--- config.mk ---
export PLATFORM = sky130hd
export DESIGN_NAME = fp16_add_arbiter
export DESIGN_NICKNAME = d
export VERILOG_FILES = /design/src/rtl/fp16_add_arbiter.sv
export SDC_FILE = /design/constraint.sdc
export NUM_CORES = 1
export LEC_CHECK = 0
export CAP_MARGIN = 20
export CORE_MARGIN = 3
export CORE_UTILIZATION = 35
export CTS_CLUSTER_SIZE = 25
export DETAILED_ROUTE_END_ITERATION = 6
export PLACE_DENSITY_LB_ADDON = 0.25
export SETUP_SLACK_MARGIN = 0.4
export SYNTH_ARGS = -nofsm -noshare
export SYNTH_HDL_FRONTEND = slang
export SYNTH_SLANG_ARGS = --single-unit
export TNS_END_PERCENT = 100
--- constraint.sdc ---
create_clock -name clk -period 18.6 [get_ports clk]
set_input_delay 2.79 -clock clk [delete_from_list [all_inputs] [get_ports clk]]
set_output_delay 2.79 -clock clk [all_outputs]
set_load 0.01 [all_outputs]
--- src/rtl/fp16_add_arbiter.sv ---
// fp16_add_arbiter: round-robin sharing of one combinational FP16 adder among NUM_REQ valid/ready requesters
module fp16_adder (
  input  logic [15:0] a,
  input  logic [15:0] b,
  output logic [15:0] out
);
  logic        a_nan, b_nan, a_inf, b_inf, swap, sx, eff_sub;
  logic [14:0] x, y;
  logic [4:0]  ex, ey, d, lz, sh;
  logic [10:0] mx, my;
  logic [26:0] wide;
  logic [13:0] bm, sm, m;
  logic [14:0] n;
  logic [5:0]  e;
  logic [15:0] pre;
  logic        rnd;
  always_comb begin
    a_nan = &a[14:10] & |a[9:0];
    b_nan = &b[14:10] & |b[9:0];
    a_inf = &a[14:10] & ~|a[9:0];
    b_inf = &b[14:10] & ~|b[9:0];
    swap = b[14:0] > a[14:0];
    x = swap ? b[14:0] : a[14:0];
    y = swap ? a[14:0] : b[14:0];
    sx = swap ? b[15] : a[15];
    eff_sub = a[15] ^ b[15];
    ex = (x[14:10] == 5'd0) ? 5'd1 : x[14:10];
    ey = (y[14:10] == 5'd0) ? 5'd1 : y[14:10];
    mx = {|x[14:10], x[9:0]};
    my = {|y[14:10], y[9:0]};
    d = ex - ey;
    // Small operand aligned into mantissa + guard/round, everything lower folds into sticky
    wide = {my, 16'b0} >> ((d > 5'd16) ? 5'd16 : d);
    sm = {wide[26:14], |wide[13:0]};
    bm = {mx, 3'b000};
    n = eff_sub ? {1'b0, bm} - {1'b0, sm} : {1'b0, bm} + {1'b0, sm};
    lz = 5'd14;
    for (int i = 0; i < 14; i++)
      if (n[i]) lz = 5'(13 - i);
    // Normalisation never pushes the exponent below 1; anything left unnormalised is subnormal
    sh = (lz > ex - 5'd1) ? ex - 5'd1 : lz;
    m = n[14] ? {n[14:2], |n[1:0]} : n[13:0] << sh;
    e = n[14] ? {1'b0, ex} + 6'd1 : {1'b0, ex - sh};
    rnd = m[2] & (m[3] | m[1] | m[0]);
    pre = {(m[13] ? e : 6'd0), m[12:3]} + 16'(rnd);
    out = (a_nan | b_nan | (a_inf & b_inf & eff_sub)) ? 16'h7E00 :
          a_inf ? a :
          b_inf ? b :
          (n == 15'd0) ? {a[15] & b[15], 15'b0} :
          (pre[15:10] >= 6'd31) ? {sx, 15'h7C00} : {sx, pre[14:0]};
  end
endmodule

module fp16_add_arbiter #(
  parameter int NUM_REQ = 4,
  parameter int ID_W    = 2,
  parameter int CNT_W   = 16
) (
  input  logic                  clk,
  input  logic                  rst_n,
  input  logic [NUM_REQ-1:0]    req_valid,
  output logic [NUM_REQ-1:0]    req_ready,
  input  logic [16*NUM_REQ-1:0] req_a,
  input  logic [16*NUM_REQ-1:0] req_b,
  input  logic [NUM_REQ-1:0]    req_sub,
  output logic                  rsp_valid,
  input  logic                  rsp_ready,
  output logic [15:0]           rsp_result,
  output logic [ID_W-1:0]       rsp_id,
  output logic [CNT_W-1:0]      ops_done
);
  typedef enum logic [1:0] {IDLE, CALC, RESP} state_t;
  state_t          state, state_nxt;
  logic [ID_W-1:0] rr_ptr, grant, idx, op_id;
  logic [ID_W:0]   cand;
  logic            found, accept;
  logic [15:0]     op_a, op_b, sum;
  always_comb begin
    grant = '0;
    found = 1'b0;
    idx = '0;
    cand = '0;
    for (int k = 0; k < NUM_REQ; k++) begin
      cand = {1'b0, rr_ptr} + (ID_W+1)'(k);
      idx = (cand >= (ID_W+1)'(NUM_REQ)) ? ID_W'(cand - (ID_W+1)'(NUM_REQ)) : cand[ID_W-1:0];
      if (!found && req_valid[idx]) begin
        found = 1'b1;
        grant = idx;
      end
    end
  end
  assign accept = (state == IDLE) && found;
  assign req_ready = accept ? NUM_REQ'(1) << grant : '0;
  always_comb begin
    state_nxt = (state == IDLE) ? (found ? CALC : IDLE) :
                (state == CALC) ? RESP :
                (rsp_ready ? IDLE : RESP);
  end
  always_ff @(posedge clk) begin
    if (!rst_n) state <= IDLE;
    else state <= state_nxt;
  end
  fp16_adder u_add (.a(op_a), .b(op_b), .out(sum));
  always_ff @(posedge clk) begin
    if (!rst_n) begin
      rr_ptr <= '0;
      op_a <= '0;
      op_b <= '0;
      op_id <= '0;
      rsp_valid <= 1'b0;
      rsp_result <= '0;
      rsp_id <= '0;
      ops_done <= '0;
    end else begin
      if (accept) begin
        op_a <= req_a[{grant, 4'b0} +: 16];
        op_b <= req_b[{grant, 4'b0} +: 16] ^ {req_sub[grant], 15'b0};
        op_id <= grant;
        rr_ptr <= (grant == ID_W'(NUM_REQ - 1)) ? '0 : grant + ID_W'(1);
      end
      if (state == CALC) begin
        rsp_result <= sum;
        rsp_id <= op_id;
        rsp_valid <= 1'b1;
      end
      if (rsp_valid && rsp_ready) begin
        rsp_valid <= 1'b0;
        ops_done <= ops_done + CNT_W'(1);
      end
    end
  end
endmodule
==> results.txt, run 1 <==
The run finished with clean final reports. For this run, the leading register cell type out of synthesis is sky130_fd_sc_hd__dfxtp_1. Setup repair after global routing left no endpoint under its margin.

The launch point of the worst reg-to-reg path is op_a[14]$_SDFFE_PN0P_. Entering global routing, the biggest net connects approximately 70 pins. The number of different library cells in the post-synthesis netlist came out at between 100 and 150. In the synthesized netlist, the number of instances is about 1400. The async set or reset register ratio after synthesis came out at 0%. The fraction of final layout cells with drive strength greater than 1 came out at 7.480%. After Yosys synthesis, and, or, nand and nor cells account for a little under a third of the synthesized area. The synthesized-area fraction occupied by ao, oa, aoi and oai cells came out at 30.80%.

The count of endpoints failing hold in the final timing report came to 0. In the routed layout, each cell is associated on average with a via count of 5.801. The detailed router used layers up to and including met4. The clock-pin transition on the worst setup and hold timing paths came out at 0.06 ns.

By area, the combinational part of the netlist is dominated by simple AND/OR/NAND/NOR gates. The number of diodes is 0. The number of max-slew violations in the final report came out at 0.

The count of maximum capacitance violations is 0. The routability congestion estimate from global placement came out at roughly 0.98. The overall global routing resource usage is 21.19%. The proportion of synthesized area in mux cells is a little over 5%. The delay of the slowest cell on the worst path is about 0.60 ns.

The TritonCTS sink count is 73. 178 I/O pins were placed. Once the floorplan was initialized, standard cells occupied between 30% and 40% of the core. The post-route setup TNS came out at 0 ns.

For this block, wires on met1 add up to approximately 15 mm. The area of the mapped netlist is ~10000 um2. The share of the Yosys chip area taken by registers is 14.63%. In this run the tool buffered the top-level ports with around 180 buffer cells. The placement-stage worst setup slack is ~3.2 ns. The H-tree generated during clock tree synthesis spans 3 levels. The first global-routing pass estimated approximately 54 mm of wire. The core footprint is between 20000 and 30000 um2.

The area growth from synthesis to layout is 22.59%. The area of placed instances came out at about 12000 um2. The worst setup path is captured at a flop. STA puts the critical path data required time at roughly 19 ns. The post-route worst hold slack is 0.4694 ns. The final routed wire length divided by cell count came out at 17.68 um. By instance count, the cell type seen most on the critical path is sky130_fd_sc_hd__a21oi_1. The number of buffers on the longest clock path came out at 2. The insertion delay to the later sink of the worst-skew pair is approximately 0.34 ns. The synthesized netlist devotes between 7 and 8% of its cell area to adder and majority cells.

The post-synthesis register bit count is 73. The detailed route wirelength on metal2 is approximately 16 mm. The area of all placed cells without fillers is between 10000 and 15000 um2.

Setup violations remaining at the end of the flow were counted as 0. The master of the slowest instance on the critical path is sky130_fd_sc_hd__or4_1. The quantity of hold-fixing buffers added after cts is 0. The number of antenna violations at the first check in global routing is 0. The arrival time of data at the critical path endpoint came out at roughly 16 ns.

The half-perimeter wire length of the detailed placement result is 26.32 mm. The number of vias in the routed layout is about 11000. The synthesis warning total is 0. The die width came out at roughly 170 um. The transition at the pin with the smallest max-transition slack came out at around 1.1 ns. The site row count is just over 60. In this run the vertical extent of the chip is ~170 um.

For this run, the detailed router's first-pass iteration total came to 7. The net count reported at finish came out at approximately 1700. The remaining max-slew budget at the tightest pin is between 20% and 30%.

The source of the worst hold timing path is rsp_id[1]$_SDFFE_PN0P_. The cell sitting at the root of the clock tree is a sky130_fd_sc_hd__clkbuf_16. The number of routed nets with antenna violations came out at 0. The number of cells upsized or downsized after cts came out at 0.

The post-route worst setup slack is roughly 3.0 ns. The critical path in this run is classified as flop to flop. Counting every net in the synthesized netlist gives 1604.

The TritonCTS buffer count is 9. For this run, design rule violations remaining after detail routing come to 0. The clock arrives with 0.006790 ns of skew.

For this block, the routed nets add up to between 30 and 40 mm of wire. The met3 wirelength from detailed routing is about 1.7 mm. The worst path in the final design needs a cycle of 15.64 ns, including I/O delays and setup. The kind of start point of the critical path is a flop. The average cell area after synthesis is about 7 um2. The TritonCTS clock tree is yes.

Summing the areas of all xor and xnor instances in the mapped netlist gives between 4 and 5% of the synthesized area. The via count of the first global-routing pass is ~10000. The most critical setup path has its startpoint at op_a[14]$_SDFFE_PN0P_. Post-CTS timing repair inserted 0 buffers for setup. The worst path uses about 84% of the clock period. The number of enable flip-flop cells after synthesis is 0. The leftover overflow at the end of global routing is 0. The die outline area came out at 30600 um2. Along the worst path, the maximum fanout reaches a little under 60. The iteration-0 DRC count of the detailed router is between 1000 and 1500. The worst hold path belongs to the class flop to flop. The highest achievable clock rate is between 60 and 70 MHz.
[metal layers]
metal | vias to the layer above | global-route usage [%]
met5 | - | 0
met4 | 0 | 6.815
li1 | 5386 | -
met3 | 63 | 2.477
met1 | 5191 | 28.35
met2 | 393 | 35.61
[cell usage in the layout, fill, tap and decap left out, types with 17 or more instances in the layout]
cell type,count
sky130_fd_sc_hd__and3_1,38
sky130_fd_sc_hd__nor2b_1,44
sky130_fd_sc_hd__mux2i_1,24
sky130_fd_sc_hd__nor3_1,39
sky130_fd_sc_hd__a311oi_1,36
sky130_fd_sc_hd__dfxtp_1,73
sky130_fd_sc_hd__nand2_1,225
sky130_fd_sc_hd__and2_1,35
sky130_fd_sc_hd__o21ai_0,52
sky130_fd_sc_hd__nand4_1,17
sky130_fd_sc_hd__ha_1,59
sky130_fd_sc_hd__inv_1,60
sky130_fd_sc_hd__o211ai_1,17
sky130_fd_sc_hd__xnor2_1,35
sky130_fd_sc_hd__clkdlybuf4s50_1,176
sky130_fd_sc_hd__nand3_1,46
sky130_fd_sc_hd__a21oi_1,108
sky130_fd_sc_hd__nor2_1,86
[worst max-delay path: cells and delay by family (launching register included)]
| kind | cells | cell delay [ns] |
|---|---|---|
| xor+xnor | 3 | 0.37 |
| simple gates | 24 | 5.65 |
| flops | 1 | 0.35 |
| fa+ha+maj | 6 | 2.00 |
| buf+inv | 7 | 1.94 |
| compound gates | 25 | 5.19 |
[cells in the mapped netlist (all sizes together), types with 41 or more instances]
library cell | instances | area share (%)
nor2b | 44 | 2.8
inv | 64 | 2.4
a21oi | 113 | 5.9
ha | 59 | 7.4
clkbuf | 54 | 2.0
dfxtp | 73 | 15
nand3 | 48 | 2.5
o21ai | 67 | 3.6
nand2 | 228 | 8.7
nor2 | 87 | 3.3
nor3 | 41 | 2.3
[sequential cells by signal (all words and copies together), names as in the netlist]
register and flops:
op_a 16, rsp_id 2, op_id 2, rsp_valid 1
state 2, op_b 16, rr_ptr 2, rsp_result 16
ops_done 16
[cells by family after synthesis]
| kind of cell | Yosys count |
|---|---|
| compound gates | 414 |
| xor+xnor | 49 |
| flops | 73 |
| simple gates | 612 |
| mux | 45 |
| fa+ha+maj | 61 |
| buf+inv | 150 |
[stage by stage]
stage                     utilization, %  cells
after CTS                          43.83   1902
after global routing               43.83   1902
after detailed placement           42.73   1886
final                              43.83   1902
after floorplan                        -   1404
after global placement             42.73   1886
[area by class of cell]
class | instances | area [um2]
inverters | 64 | 240.2
fillers | 2897 | 15690
clock buffers | 9 | 225.2
flip-flops and latches | 73 | 1461
well taps | 378 | 473.0
repair buffers | 190 | 1864
multi-input cells | 1181 | 7898
clock inverters | 7 | 82.58
[final timing paths]
check	end	slack (ns)	cells after the start
worst max-delay path	rsp_result[1]$_SDFFE_PN0P_	2.96	65
worst min-delay path	rsp_id[1]$_SDFFE_PN0P_	0.47	2
worst max register to register	rsp_result[1]$_SDFFE_PN0P_	2.96	65
worst min register to register	rsp_id[1]$_SDFFE_PN0P_	0.47	2
Power of run 1 is left out: the tool's default activity adds up to more than one toggle a clock period on the data nets, which glitch-free logic cannot reach.
==> run 2: changes to the inputs <==
clock period = 14.2 ns   (was 18.6 ns; I/O delays follow)
==> results.txt, run 2 (synthesis gave the netlist of run 1 again) <==
Pin placement for this block handled between 150 and 200 I/O pins. The met2 track utilization from global routing is between 30% and 40%. Setup violations remaining at the end of the flow were counted as 0. For the worst-skew pair, the clock arrives at the later sink with an insertion delay of 0.34 ns. The transition at the pin with the smallest max-transition slack is approximately 1.1 ns. After the first detailed-routing iteration, the DRC count stood at 950. The length of the first detailed-routing pass in iterations is 6. The die width is 174.9 um. In this run the tool buffered the top-level ports with roughly 180 buffer cells.

The TritonCTS sink count is 73. After the last flow step, the layout net total stands at about 1800. The number of fill cells came out at 2868. The total wire length after detailed routing is ~34 mm. The remaining routing DRC violations came out at 0.

The clock-pin transition on the worst setup and hold timing paths is about 0.07 ns. The post-route setup TNS came out at 0 ns. The die outline area is just over 30000 um2.

The kind of start point of the critical path is a flop. The core footprint came out at between 20000 and 30000 um2. The leftover overflow at the end of global routing is 0. The largest individual stage delay along the critical path comes from the cell sky130_fd_sc_hd__xnor2_1. The critical path's most frequent cell is sky130_fd_sc_hd__inv_1. Setup repair after global routing left no endpoint under its margin.

The pin count of the biggest net entering global routing is 68. The count of maximum capacitance violations is 0. After floorplanning, the core was divided into ~60 placement rows. The kind of capture point of the worst setup path is a flop.

Global routing consumed, on the met1 layer, 28.86% of the routing resources. The min-delay analysis places its worst path in the category flop to flop. In this run the vertical extent of the chip is between 150 and 200 um. The critical path start-end classification is flop to flop.

The via count of the first global-routing pass was about 11000. met2 is the most crowded layer. The required time of the critical path is around 14 ns.

The repair_antennas step left the layout with diodes totalling 0. The number of routed nets with antenna violations is 0. The worst pin sits at a relative slew slack of 24.67%. The number of max-slew violations in the final report is 0.

Of all nets on the critical path, the largest fanout is 13. The fraction of final layout cells with drive strength greater than 1 came out at between 10% and 20%. The number of buffers on the longest clock path came out at 2.

The TritonCTS buffer count is 9. The average vias per placed instance is ~5.7. The met3 routing resource usage after global routing came out at 2.303%. The count of endpoints failing hold in the final timing report came to 0. From synthesis to final layout, the design area changed by 29.20%. The half-perimeter wire length of the detailed placement result is about 27 mm. The top cell types in the final layout, fill and taps aside, are sky130_fd_sc_hd__nand2_1 (225), sky130_fd_sc_hd__clkdlybuf4s50_1 (176), sky130_fd_sc_hd__a21oi_1 (104), sky130_fd_sc_hd__buf_4 (88), sky130_fd_sc_hd__nor2_1 (84). The number of cells on the worst reg-to-reg path is 64. Subtracting the final worst setup slack from the clock period gives 12.81 ns.

The worst hold path was traced through 2 stages. The global-route wire length before repair came out at between 50 and 60 mm. The H-tree depth is 3. For this block, the via count after detailed routing is between 10000 and 15000. The arrival time of data at the critical path endpoint came out at roughly 13 ns.

The flow ran to the end, and the final reports show no timing, DRC or antenna violations. The highest achievable clock rate came out at 78.07 MHz. The portion of the clock cycle consumed by the worst path in the final layout is about nine tenths. The number of antenna violations at the first check in global routing came to 0. The commonest non-fill, non-tap cell in the layout is sky130_fd_sc_hd__nand2_1. The maximum clock skew at final layout is roughly 0.0099 ns. TritonCTS built the clock tree. The initial standard-cell utilization of the core came out at 35.76%. The CTS root buffer is sky130_fd_sc_hd__clkbuf_16. The final routed wire length divided by cell count is ~17 um.

Routability-driven placement finished with a final weighted congestion of slightly above 0.9. Setup slack on the worst reg-to-reg path comes out at between 1 and 1.5 ns. The delay of the slowest cell on the worst path is approximately 0.74 ns. The quantity of hold-fixing buffers added after cts came out at 0. The overall global routing resource usage came out at a little over a fifth.
[run 2: cell count changes in the layout (fill, tap and decap cells not counted), sizes merged]
cell | before | now
buf | 14 | 91
clkinvlp | 2 | 3
inv | 68 | 67
[run 2: path summary, 6_finish.rpt]
check                        start                         end
max reg2reg   op_a[4]$_SDFFE_PN0P_  rsp_result[1]$_SDFFE_PN0P_
max           op_a[4]$_SDFFE_PN0P_  rsp_result[1]$_SDFFE_PN0P_
min          op_id[1]$_SDFFE_PN0P_      rsp_id[1]$_SDFFE_PN0P_
min reg2reg  op_id[1]$_SDFFE_PN0P_      rsp_id[1]$_SDFFE_PN0P_
[run 2: layout make-up]
cell class,count,area (um2),share of cell area (%)
multi-input combinational,1181,7948,61.59
timing repair buffer,267,2467,19.12
sequential,73,1463,11.33
tap,378,473.0,3.665
inverter,64,244.0,1.891
clock buffer,9,225.2,1.745
clock inverter,7,85.08,0.6593
[run 2: layer usage]
metal / share of wire (%) / routed length, um
met5: 0 / 0
met4: 3.2 / 1096
met3: 4.7 / 1624
met2: 47 / 16160
met1: 45 / 15610
[run 2: metrics by stage]
step                instance area, um2  hold slack, ns  instances  setup slack, ns  util (%)
floorplan                         9988          0.4406       1404            1.273         -
global placement                 12480          0.4545       1958           0.9146     44.67
detailed placement               12480          0.4633       1958           0.5398     44.67
CTS                              12790          0.4760       1974           0.5247     45.78
global route                     12900          0.4922       1979           0.3559     46.20
finish                           12900          0.4727       1979            1.390     46.20
[run 2: what timing repair did]
action / in CTS / in global routing
setup endpoints to repair: 0 / 15
resized for setup: 0 / 23
setup buffers: 0 / 5
[run 2: worst max-delay path: cells and delay by family, from the launching register on]
| kind | cells | cell delay (ns) |
|---|---|---|
| simple gates | 26 | 4.49 |
| compound gates | 20 | 3.87 |
| fa+ha+maj | 7 | 1.89 |
| xor+xnor | 3 | 1.03 |
| buf+inv | 8 | 1.01 |
| flops | 1 | 0.41 |
Power of run 2 is left out for the same reason.
